File: src/rtl/hazard_scoreboard_unit_pkg.sv
// Shared definitions for the hazard/forwarding scoreboard.
// Forward-select encodings, default widths and the stage record type.
package hazard_scoreboard_unit_pkg;

   localparam int DEF_REG_ADDR_W = 5;
   localparam int DEF_RD_PORTS   = 2;

   localparam logic [1:0] FWD_REGFILE = 2'b00;
   localparam logic [1:0] FWD_EXMEM   = 2'b10;
   localparam logic [1:0] FWD_MEMWB   = 2'b01;

   // Destination/source shadow of one pipeline stage
   typedef struct packed {
      logic                                   valid;
      logic                                   wr;
      logic                                   load;
      logic [DEF_REG_ADDR_W-1:0]              dest;
      logic [DEF_RD_PORTS*DEF_REG_ADDR_W-1:0] src;
      logic [DEF_RD_PORTS-1:0]                src_used;
   } stage_rec_t;

endpackage

File: src/rtl/hazard_scoreboard_unit_mdu_scoreboard.sv
// Busy scoreboard and countdown for the fixed-latency multiply/divide unit.
// A writeback clear and a same-edge re-issue to one register leave it busy.
module mdu_scoreboard
   import hazard_scoreboard_unit_pkg::*;
#(
   parameter int REG_ADDR_W   = DEF_REG_ADDR_W,
   parameter int NUM_REGS     = 2**REG_ADDR_W,
   parameter int NUM_RD_PORTS = DEF_RD_PORTS,
   parameter int MDU_LATENCY  = 4
) (
   input  logic                               clk,
   input  logic                               rst,
   input  logic                               issue,
   input  logic                               issue_wr,
   input  logic [REG_ADDR_W-1:0]              issue_dest,
   input  logic [NUM_RD_PORTS*REG_ADDR_W-1:0] src,
   input  logic [NUM_RD_PORTS-1:0]            src_used,
   input  logic [REG_ADDR_W-1:0]              dest,
   input  logic                               reg_write,
   output logic                               raw,
   output logic                               waw,
   output logic                               active,
   output logic                               wb_valid,
   output logic [REG_ADDR_W-1:0]              wb_dest
);

   localparam logic [3:0] LAT = 4'(MDU_LATENCY);

   logic [NUM_REGS-1:0]   busy;
   logic [3:0]            cnt;
   logic [REG_ADDR_W-1:0] mdu_dest;

   // Countdown, in-flight destination and busy bits; issue wins over clear
   always_ff @(posedge clk or posedge rst) begin
      if (rst) begin
         busy     <= '0;
         cnt      <= '0;
         mdu_dest <= '0;
      end else begin
         if (cnt != 4'd0)
            cnt <= cnt - 4'd1;
         if (cnt == 4'd1)
            busy[mdu_dest] <= 1'b0;
         if (issue) begin
            cnt      <= LAT;
            mdu_dest <= issue_dest;
            if (issue_wr && issue_dest != '0)
               busy[issue_dest] <= 1'b1;
         end
      end
   end

   // Read-after-write check against every used source
   always_comb begin
      raw = 1'b0;
      for (int p = 0; p < NUM_RD_PORTS; p++)
         if (src_used[p] && busy[src[p*REG_ADDR_W +: REG_ADDR_W]])
            raw = 1'b1;
   end

   assign waw      = reg_write & busy[dest];
   assign active   = (cnt != 4'd0);
   assign wb_valid = (cnt == 4'd1);
   assign wb_dest  = mdu_dest;

endmodule

File: src/rtl/hazard_scoreboard_unit.sv
// Stall, bubble and forwarding control beside the ID stage, with MDU scoreboard.
// Optional stall counters are built when HAZARD_PERF_CNT_EN is defined.
module hazard_scoreboard_unit
   import hazard_scoreboard_unit_pkg::*;
#(
   parameter int REG_ADDR_W   = DEF_REG_ADDR_W,
   parameter int NUM_REGS     = 2**REG_ADDR_W,
   parameter int NUM_RD_PORTS = DEF_RD_PORTS,
   parameter int MDU_LATENCY  = 4
) (
   input  logic                               clk,
   input  logic                               rst,
   input  logic                               id_valid,
   input  logic                               id_flush,
   input  logic [NUM_RD_PORTS*REG_ADDR_W-1:0] id_src,
   input  logic [NUM_RD_PORTS-1:0]            id_src_used,
   input  logic [REG_ADDR_W-1:0]              id_dest,
   input  logic                               id_reg_write,
   input  logic                               id_is_load,
   input  logic                               id_is_mdu,
   input  logic                               id_branch,
   output logic                               pc_enable,
   output logic                               if_id_enable,
   output logic                               id_bubble,
   output logic [2*NUM_RD_PORTS-1:0]          fwd_ex,
   output logic [NUM_RD_PORTS-1:0]            fwd_id,
   output logic                               mdu_wb_valid,
   output logic [REG_ADDR_W-1:0]              mdu_wb_dest
`ifdef HAZARD_PERF_CNT_EN
   ,
   output logic [31:0]                        perf_load_use_stalls,
   output logic [31:0]                        perf_mdu_stalls
`endif
);

   stage_rec_t ex_r, mem_r, wb_r, id_rec;
   logic ex_match, mem_match;
   logic hz_load, hz_br_ex, hz_br_mem, hz_mdu;
   logic mdu_raw, mdu_waw, mdu_active;
   logic stall, issue;

   function automatic logic src_match(
      input logic [REG_ADDR_W-1:0]              d,
      input logic [NUM_RD_PORTS*REG_ADDR_W-1:0] s,
      input logic [NUM_RD_PORTS-1:0]            u
   );
      logic hit;
      hit = 1'b0;
      for (int p = 0; p < NUM_RD_PORTS; p++)
         if (u[p] && s[p*REG_ADDR_W +: REG_ADDR_W] == d)
            hit = 1'b1;
      return hit;
   endfunction

   function automatic logic fwd_hit(
      input stage_rec_t            r,
      input logic [REG_ADDR_W-1:0] s,
      input logic                  u
   );
      return u & r.valid & r.wr & (r.dest != '0) & (r.dest == s);
   endfunction

   assign ex_match  = src_match(ex_r.dest, id_src, id_src_used);
   assign mem_match = src_match(mem_r.dest, id_src, id_src_used);

   assign hz_load   = ex_r.valid & ex_r.load & ex_r.wr
                    & (ex_r.dest != '0) & ex_match;
   assign hz_br_ex  = id_branch & ex_r.valid & ex_r.wr
                    & (ex_r.dest != '0) & ex_match;
   assign hz_br_mem = id_branch & mem_r.valid & mem_r.load
                    & (mem_r.dest != '0) & mem_match;
   assign hz_mdu    = mdu_raw | mdu_waw | (id_is_mdu & mdu_active);

   assign stall = id_valid & ~id_flush
                & (hz_load | hz_br_ex | hz_br_mem | hz_mdu);
   assign issue = id_valid & ~stall & ~id_flush;

   assign pc_enable    = ~stall;
   assign if_id_enable = ~stall;
   assign id_bubble    = stall | id_flush;

   // MDU ops ride down the pipe with wr cleared so forwarding skips them
   always_comb begin
      id_rec          = '0;
      id_rec.valid    = 1'b1;
      id_rec.wr       = id_reg_write & ~id_is_mdu;
      id_rec.load     = id_is_load;
      id_rec.dest     = id_dest;
      id_rec.src      = id_src;
      id_rec.src_used = id_src_used;
   end

   // Advance the EX/MEM/WB shadow records every clock
   always_ff @(posedge clk or posedge rst) begin
      if (rst) begin
         ex_r  <= '0;
         mem_r <= '0;
         wb_r  <= '0;
      end else begin
         wb_r  <= mem_r;
         mem_r <= ex_r;
         ex_r  <= issue ? id_rec : '0;
      end
   end

   // Operand forwarding selects, EX/MEM taking priority over MEM/WB
   always_comb begin
      fwd_ex = '0;
      fwd_id = '0;
      for (int p = 0; p < NUM_RD_PORTS; p++) begin
         if (fwd_hit(mem_r, ex_r.src[p*REG_ADDR_W +: REG_ADDR_W],
                     ex_r.src_used[p]))
            fwd_ex[2*p +: 2] = FWD_EXMEM;
         else if (fwd_hit(wb_r, ex_r.src[p*REG_ADDR_W +: REG_ADDR_W],
                          ex_r.src_used[p]))
            fwd_ex[2*p +: 2] = FWD_MEMWB;
         else
            fwd_ex[2*p +: 2] = FWD_REGFILE;
         fwd_id[p] = id_branch & ~mem_r.load
                   & fwd_hit(mem_r, id_src[p*REG_ADDR_W +: REG_ADDR_W], 1'b1);
      end
   end

   mdu_scoreboard #(
      .REG_ADDR_W   (REG_ADDR_W),
      .NUM_REGS     (NUM_REGS),
      .NUM_RD_PORTS (NUM_RD_PORTS),
      .MDU_LATENCY  (MDU_LATENCY)
   ) u_mdu (
      .clk        (clk),
      .rst        (rst),
      .issue      (issue & id_is_mdu),
      .issue_wr   (id_reg_write),
      .issue_dest (id_dest),
      .src        (id_src),
      .src_used   (id_src_used),
      .dest       (id_dest),
      .reg_write  (id_reg_write),
      .raw        (mdu_raw),
      .waw        (mdu_waw),
      .active     (mdu_active),
      .wb_valid   (mdu_wb_valid),
      .wb_dest    (mdu_wb_dest)
   );

`ifdef HAZARD_PERF_CNT_EN
   logic ld_cause;
   assign ld_cause = hz_load | hz_br_ex | hz_br_mem;

   // Saturating stall-cause counters
   always_ff @(posedge clk or posedge rst) begin
      if (rst) begin
         perf_load_use_stalls <= '0;
         perf_mdu_stalls      <= '0;
      end else if (stall) begin
         if (ld_cause && perf_load_use_stalls != '1)
            perf_load_use_stalls <= perf_load_use_stalls + 32'd1;
         if (!ld_cause && perf_mdu_stalls != '1)
            perf_mdu_stalls <= perf_mdu_stalls + 32'd1;
      end
   end
`endif

endmodule

File: config.mk
export PLATFORM = sky130hd
export DESIGN_NAME = hazard_scoreboard_unit
export DESIGN_NICKNAME = d
export VERILOG_FILES = /design/src/rtl/hazard_scoreboard_unit_pkg.sv /design/src/rtl/hazard_scoreboard_unit_mdu_scoreboard.sv /design/src/rtl/hazard_scoreboard_unit.sv
export SDC_FILE = /design/constraint.sdc
export NUM_CORES = 1
export LEC_CHECK = 0
export CORE_MARGIN = 5
export CORE_UTILIZATION = 61
export DETAILED_ROUTE_END_ITERATION = 8
export GPL_TIMING_DRIVEN = 0
export MAX_ROUTING_LAYER = met4
export PLACE_DENSITY = 0.84
export SYNTH_ARGS = -nofsm -noshare
export SYNTH_HDL_FRONTEND = slang
export SYNTH_SLANG_ARGS = --single-unit
File: constraint.sdc
create_clock -name clk -period 6.8 [get_ports clk]
set_clock_uncertainty 0.1 [all_clocks]
set_input_delay 1.36 -clock clk [delete_from_list [all_inputs] [get_ports clk]]
set_output_delay 1.36 -clock clk [all_outputs]
set_load 0.05 [all_outputs]
* After elaboration in Yosys (flattened, before gate mapping)
Index checks and enable logic that the tools add are counted.
Operators by class: $add $sub $neg 1, magnitude comparators 6, eq/ne operators 11, multiplexer cells 26, bitwise logic cells 56, reductions and logical operators 15
Operator list (count):
- 2-to-1 mux 32 bit | 3
- == test 5 bit | 10
- AND 1 bit | 43
- AND 32 bit | 1
- NOT 32 bit | 1
- bitwise OR 32 bit | 1
- < comparator 5 x 6 -> 1 bit (second input constant) | 4
- 2-to-1 mux 20 bit | 1
- nonzero test 5 bit | 4
- binary-select mux 1 bit (select 5 bit) | 3
- 2-to-1 mux 1 bit | 13
- demux 1 bit (select 5 bit) | 2
- greater-or-equal comparator 5 x 1 -> 1 bit (second input constant) | 2
- logical AND 1 bit | 9
- 2-to-1 mux 4 bit | 2
- bitwise OR 1 bit | 6
- == test 4 x 1 -> 1 bit (second input constant) | 1
- 2-to-1 mux 2 bit | 2
- NOT 1 bit | 4
- nonzero test 4 bit | 1
- subtractor 4 x 1 -> 4 bit (second input constant) | 1
- nonzero test 2 bit | 1
Word-level totals: bits in registers 76, input port bits 25, output and inout port bits 15, logic and storage cells 131

* Depth between registers and ports, before layout
word-level depth 14, gate-level depth with buffers 9, gate-level depth less buffers 8

* By module
A second synthesis with hierarchy kept.
Second synthesis, totals: cell total of the unflattened synthesis 399, area, all modules 4455.5 µm²
Modules (own cells, without submodules):
- mdu_scoreboard | instances 1, cells an instance 225, area each 2600.0 µm², seq. area each 1026.0 µm²
- hazard_scoreboard_unit | instances 1, cells an instance 174, area each 1855.5 µm², seq. area each 875.8 µm²

* Worst setup path before layout
No wires, ideal clock.
path type input port to output port, from in id_dest[0], to out pc_enable, arrival time 3.479 ns, required time 5.340 ns, setup slack 1.861 ns, cell stages on the path 8, buffers on the path 2, cells stage by stage buf_2 > mux4_2 > inv_1 > o22ai_1 > a2111oi_4 > nand3_1 > nand2_1 > buf_4
On the way: longest elaborated chain between the ends 8
RTL lines:
- start, declared | RTL line hazard_scoreboard_unit.sv:17 | input logic [REG_ADDR_W-1:0] id_dest,
- binary-select mux 1 bit (select 5 bit) | RTL line hazard_scoreboard_unit_mdu_scoreboard.sv:61 | assign waw = reg_write & busy[dest];
- 2-to-1 mux 1 bit (implied by the code) | RTL line hazard_scoreboard_unit_mdu_scoreboard.sv:61
- AND 1 bit | RTL line hazard_scoreboard_unit_mdu_scoreboard.sv:61
- bitwise OR 1 bit (2 in series) | RTL line hazard_scoreboard_unit.sv:72 | assign hz_mdu = mdu_raw | mdu_waw | (id_is_mdu & mdu_active);
- bitwise OR 1 bit | RTL line hazard_scoreboard_unit.sv:75 | & (hz_load | hz_br_ex | hz_br_mem | hz_mdu);
- AND 1 bit | RTL line hazard_scoreboard_unit.sv:75
- NOT 1 bit
- end, declared | RTL line hazard_scoreboard_unit.sv:22 | output logic pc_enable,
Every way passes these cells. The select of a mux whose other input is x is not followed.

* Worst setup path in the final report
from in id_src[6], to out pc_enable
On the way: longest elaborated chain between the ends 9, elaborated cells between the ends (all ways) 20, those cells by class 2 x eq/ne; 5 x mux; 10 x bitwise; 3 x reduce/logical
RTL lines:
- start, declared | RTL line hazard_scoreboard_unit.sv:15 | input logic [NUM_RD_PORTS*REG_ADDR_W-1:0] id_src,
- binary-select mux 1 bit (select 5 bit) / == test 5 bit (equally long branches) | RTL line hazard_scoreboard_unit_mdu_scoreboard.sv:57, hazard_scoreboard_unit.sv:50
- 2-to-1 mux 1 bit (implied by the code) / logical AND 1 bit (equally long branches) | RTL line hazard_scoreboard_unit_mdu_scoreboard.sv:57, hazard_scoreboard_unit.sv:50
- logical AND 1 bit / 2-to-1 mux 1 bit (equally long branches) | RTL line hazard_scoreboard_unit_mdu_scoreboard.sv:57, hazard_scoreboard_unit.sv:50
- 2-to-1 mux 1 bit (tied with other cells) | RTL line hazard_scoreboard_unit_mdu_scoreboard.sv:57 | if (src_used[p] && busy[src[p*REG_ADDR_W +: REG_ADDR_W]])
- bitwise OR 1 bit (on tied branches) (2 in series) | RTL line hazard_scoreboard_unit.sv:72, hazard_scoreboard_unit.sv:75
- bitwise OR 1 bit (*) | RTL line hazard_scoreboard_unit.sv:75
- AND 1 bit (*) | RTL line hazard_scoreboard_unit.sv:75
- NOT 1 bit (*) | RTL line hazard_scoreboard_unit.sv:78 | assign pc_enable = ~stall;
Mark *: on every way between the ends. The rest lies on a longest branch, timed or not. The select of a mux whose other input is x is not followed.

==> impl_metrics.yaml <==
run_status:
  status: "completed"
worst_setup_path:
  critPathMaxStageDelay_ns: 0.79
  start_kind: "primary input"
  reg2reg_slack_ns: 3.84
  cp-endpoint: "pc_enable"
  critPathTopFamily: "buffers and inverters"
  endpoint_kind: "output pin"
  cp_max_fo: 10
  crit_start: "id_src[6]"
  r2r_cells: 9
  crit_chain: "clkdlybuf4s50_1, buf_2, mux4_2, mux2i_1, a31oi_1, o311a_1, a41oi_2, nand3_1, nand2_1, buf_4, clkdlybuf4s50_1"
  cp.required_ns: 5.34
  cpMaxStageDelayCell: "clkdlybuf4s50_1"
  worst-path-stages: 11
  critPathBufInv: 4
  arrival_ns: 4.62
  r2r-end: "u_mdu.busy[27]$_DFF_PP0_"
  reg2reg_from: "mem_r[12]$_DFF_PP0_"
  crit_top_cell: "clkdlybuf4s50_1"
  critPathKind: "in2out"
sta:
  rsz0062_at_grt: "no"
  fin_crit_ns: 6.076
  whs_ns: 0.2773
  maxSlewViolCount: 0
  worstMarginPinSlew_ns: 0.9274
  timing.slew.headroom_pct: 38.18
  tns_ns: 0
  max_freq_mhz: 164.6
  worst_slack_ns: 0.7239
  timing.final.crit_share_pct: 89.35
  setup-violations-final: 0
  finalHoldViolations: 0
min_path:
  hold_path_class: "reg2reg"
drt:
  ant_nets: 0
  drt_pass1_iterations: 5
  wirelength_microns: 11110
  drt_iter0_drc: 272
  routed_via_density: 6.351
  drc: 0
  vias: 3455
  post_drt_wl_per_cell_microns: 20.42
cells_and_area:
  final-seq-area_sq_um: 1902
  layout-drive-gt1-share_pct: 16.85
  area_growth_pct: 14.28
  multi_input_area_sq_um: 2371
  fillers: 505
  postLayoutCoreUtil_pct: 71.16
  diodes: 0
  nets: 468
global_routing:
  grt_max_degree: 77
  grt_pass1_wl_microns: 18310
  grt_pass1_vias: 3620
  overflow: 0
  grt_antenna_before_repair: 0
  grt_usage_pct: 27.34
synthesis:
  yosysTopAreaCell: "dfrtp_1"
  synth_seq_area_share_pct: 42.57
  synth_cells: 396
  yosysWarnings: 0
  synth_top_area_share_pct: 42.57
  yosys-top-cells-area: "dfrtp_1 43%, mux4_2 10%, xor2_1 6.7%, o21ai_0 3.7%, o31ai_1 3.5%"
  synth_cell_type_count: 53
  yosys-top-cells-count: "76 x dfrtp_1, 34 x xor2_1, 33 x o21ai_0"
  syn-cell-area_sq_um: 4468
  ys_ff_latch: 76
  synthFlopType: "dfrtp_1"
  synth_most_common_cell: "dfrtp_1"
  synthesis.nets: 424
  async_flop_share_pct: 100.0
  synth-edff-count: 0
  avgSynthCellArea_sq_um: 11.28
place:
  dp_hpwl_microns: 8102
  port_buffers: 33
  place_congestion: 0.9323
  pre_cts_slack_ns: 0.7363
pwr:
  swShare_pct: 37.26
  vdd_drop_max_v: 0.0002019
  power_density_nw_per_um2: 266.7
  static-leakage-power_nw: 2.054
  internal_power_uw: 854.4
  p_clk_share_pct: 23.9
  switching_power_uw: 507.3
  power_frac_comb_pct: 32.9
  pwr-share-seq_pct: 43.2
  p_total_mw: 1.362
die:
  coreArea_sq_um: 7176
  initial_core_util_pct: 62.27
  num_rows: 31
  die_h_microns: 95.59
  ios: 40
  die_w_microns: 95.59
  dieArea_sq_um: 9136
cts:
  post_cts.repair.setup_buffers: 0
  cts_buffers: 9
  cts_tree: "built"
  clock_latency_ns: 0.36
  path_clk_slew_ns: 0.09
  cts_resized: 0
  cts.htree.levels: 3
  cts.sinks: 76
  root_buffer: "clkbuf_8"
  cts_hold_buf: 0
  clk_path_buf_depth: 2
flow_run:
  cap_violations: 0
[layout make-up]
| class | count | share of cell area (%) |
|---|---|---|
| buffer | 32 | 3.382 |
| clock buffer | 9 | 2.426 |
| clock inverter | 7 | 1.127 |
| inverter | 6 | 0.4901 |
| multi-input combinational | 282 | 46.43 |
| sequential | 76 | 37.25 |
| tap | 99 | 2.426 |
| timing repair buffer | 33 | 6.469 |
[worst min-delay path by stage]
stage,startpoint,to,slack [ns],depth (start not counted)
after floorplan,mem_r[13]$_DFF_PP0_,wb_r[13]$_DFF_PP0_,0.25,0
after global placement,mem_r[14]$_DFF_PP0_,wb_r[14]$_DFF_PP0_,0.26,0
after detailed placement,mem_r[13]$_DFF_PP0_,wb_r[13]$_DFF_PP0_,0.26,0
after CTS,mem_r[13]$_DFF_PP0_,wb_r[13]$_DFF_PP0_,0.28,0
after global routing,mem_r[15]$_DFF_PP0_,wb_r[15]$_DFF_PP0_,0.29,0
final,mem_r[13]$_DFF_PP0_,wb_r[13]$_DFF_PP0_,0.28,0
[cells by family after synthesis]
group,count (synthesis),share of synthesized area (%)
flip-flops,76,42.57
multiplexers,38,15.01
adder cells (fa/ha/maj),3,0.8402
AO/OA/AOI/OAI,84,14.34
XOR/XNOR,41,8.037
AND/OR/NAND/NOR,116,14.84
buffers and inverters,38,4.368
[registers in the layout, indices dropped and copies added, names as in the netlist]
register	count
ex_r	20
u_mdu.cnt	4
mem_r	8
wb_r	7
u_mdu.wb_dest	5
u_mdu.busy	32
[through the flow]
step | instance area [sq um] | std cells
after floorplan | 4468 | 396
after global placement | 4922 | 528
after detailed placement | 4925 | 528
after CTS | 5106 | 544
after global routing | 5106 | 544
final | 5106 | 544
[power by group through the flow]
stage                     clock, mW  sequential [mW]  combinational, mW
after floorplan                   0            0.608              0.296
final                         0.325            0.589              0.448
after global routing          0.347            0.596              0.491
after global placement            0            0.585              0.433
after detailed placement          0            0.593              0.445
after CTS                     0.327            0.585              0.447
[metal layers]
metal / GRT usage [%] / vias to the layer above / part of all wire, %
li1: - / 1550 / -
met1: 33.46 / 1681 / 38
met2: 44.88 / 189 / 52
met3: 5.367 / 35 / 7.6
met4: 10.66 / 0 / 2.7
met5: - / - / 0
[cells in the final DEF, fill, tap and decap left out, drive strengths merged, types with 4 or more instances in the layout]
cell type / n
a21oi: 4
and2: 19
buf: 16
clkbuf: 25
clkdlybuf4s50: 33
dfrtp: 76
inv: 10
mux2: 6
mux2i: 10
mux4: 22
nand2: 14
nand2b: 8
nand3: 16
nand3b: 9
nand4: 5
nor2: 19
nor3: 6
nor4: 6
o21ai: 33
o31ai: 25
o41ai: 7
xnor2: 7
xor2: 34
(Power assumes the default switching activity.)
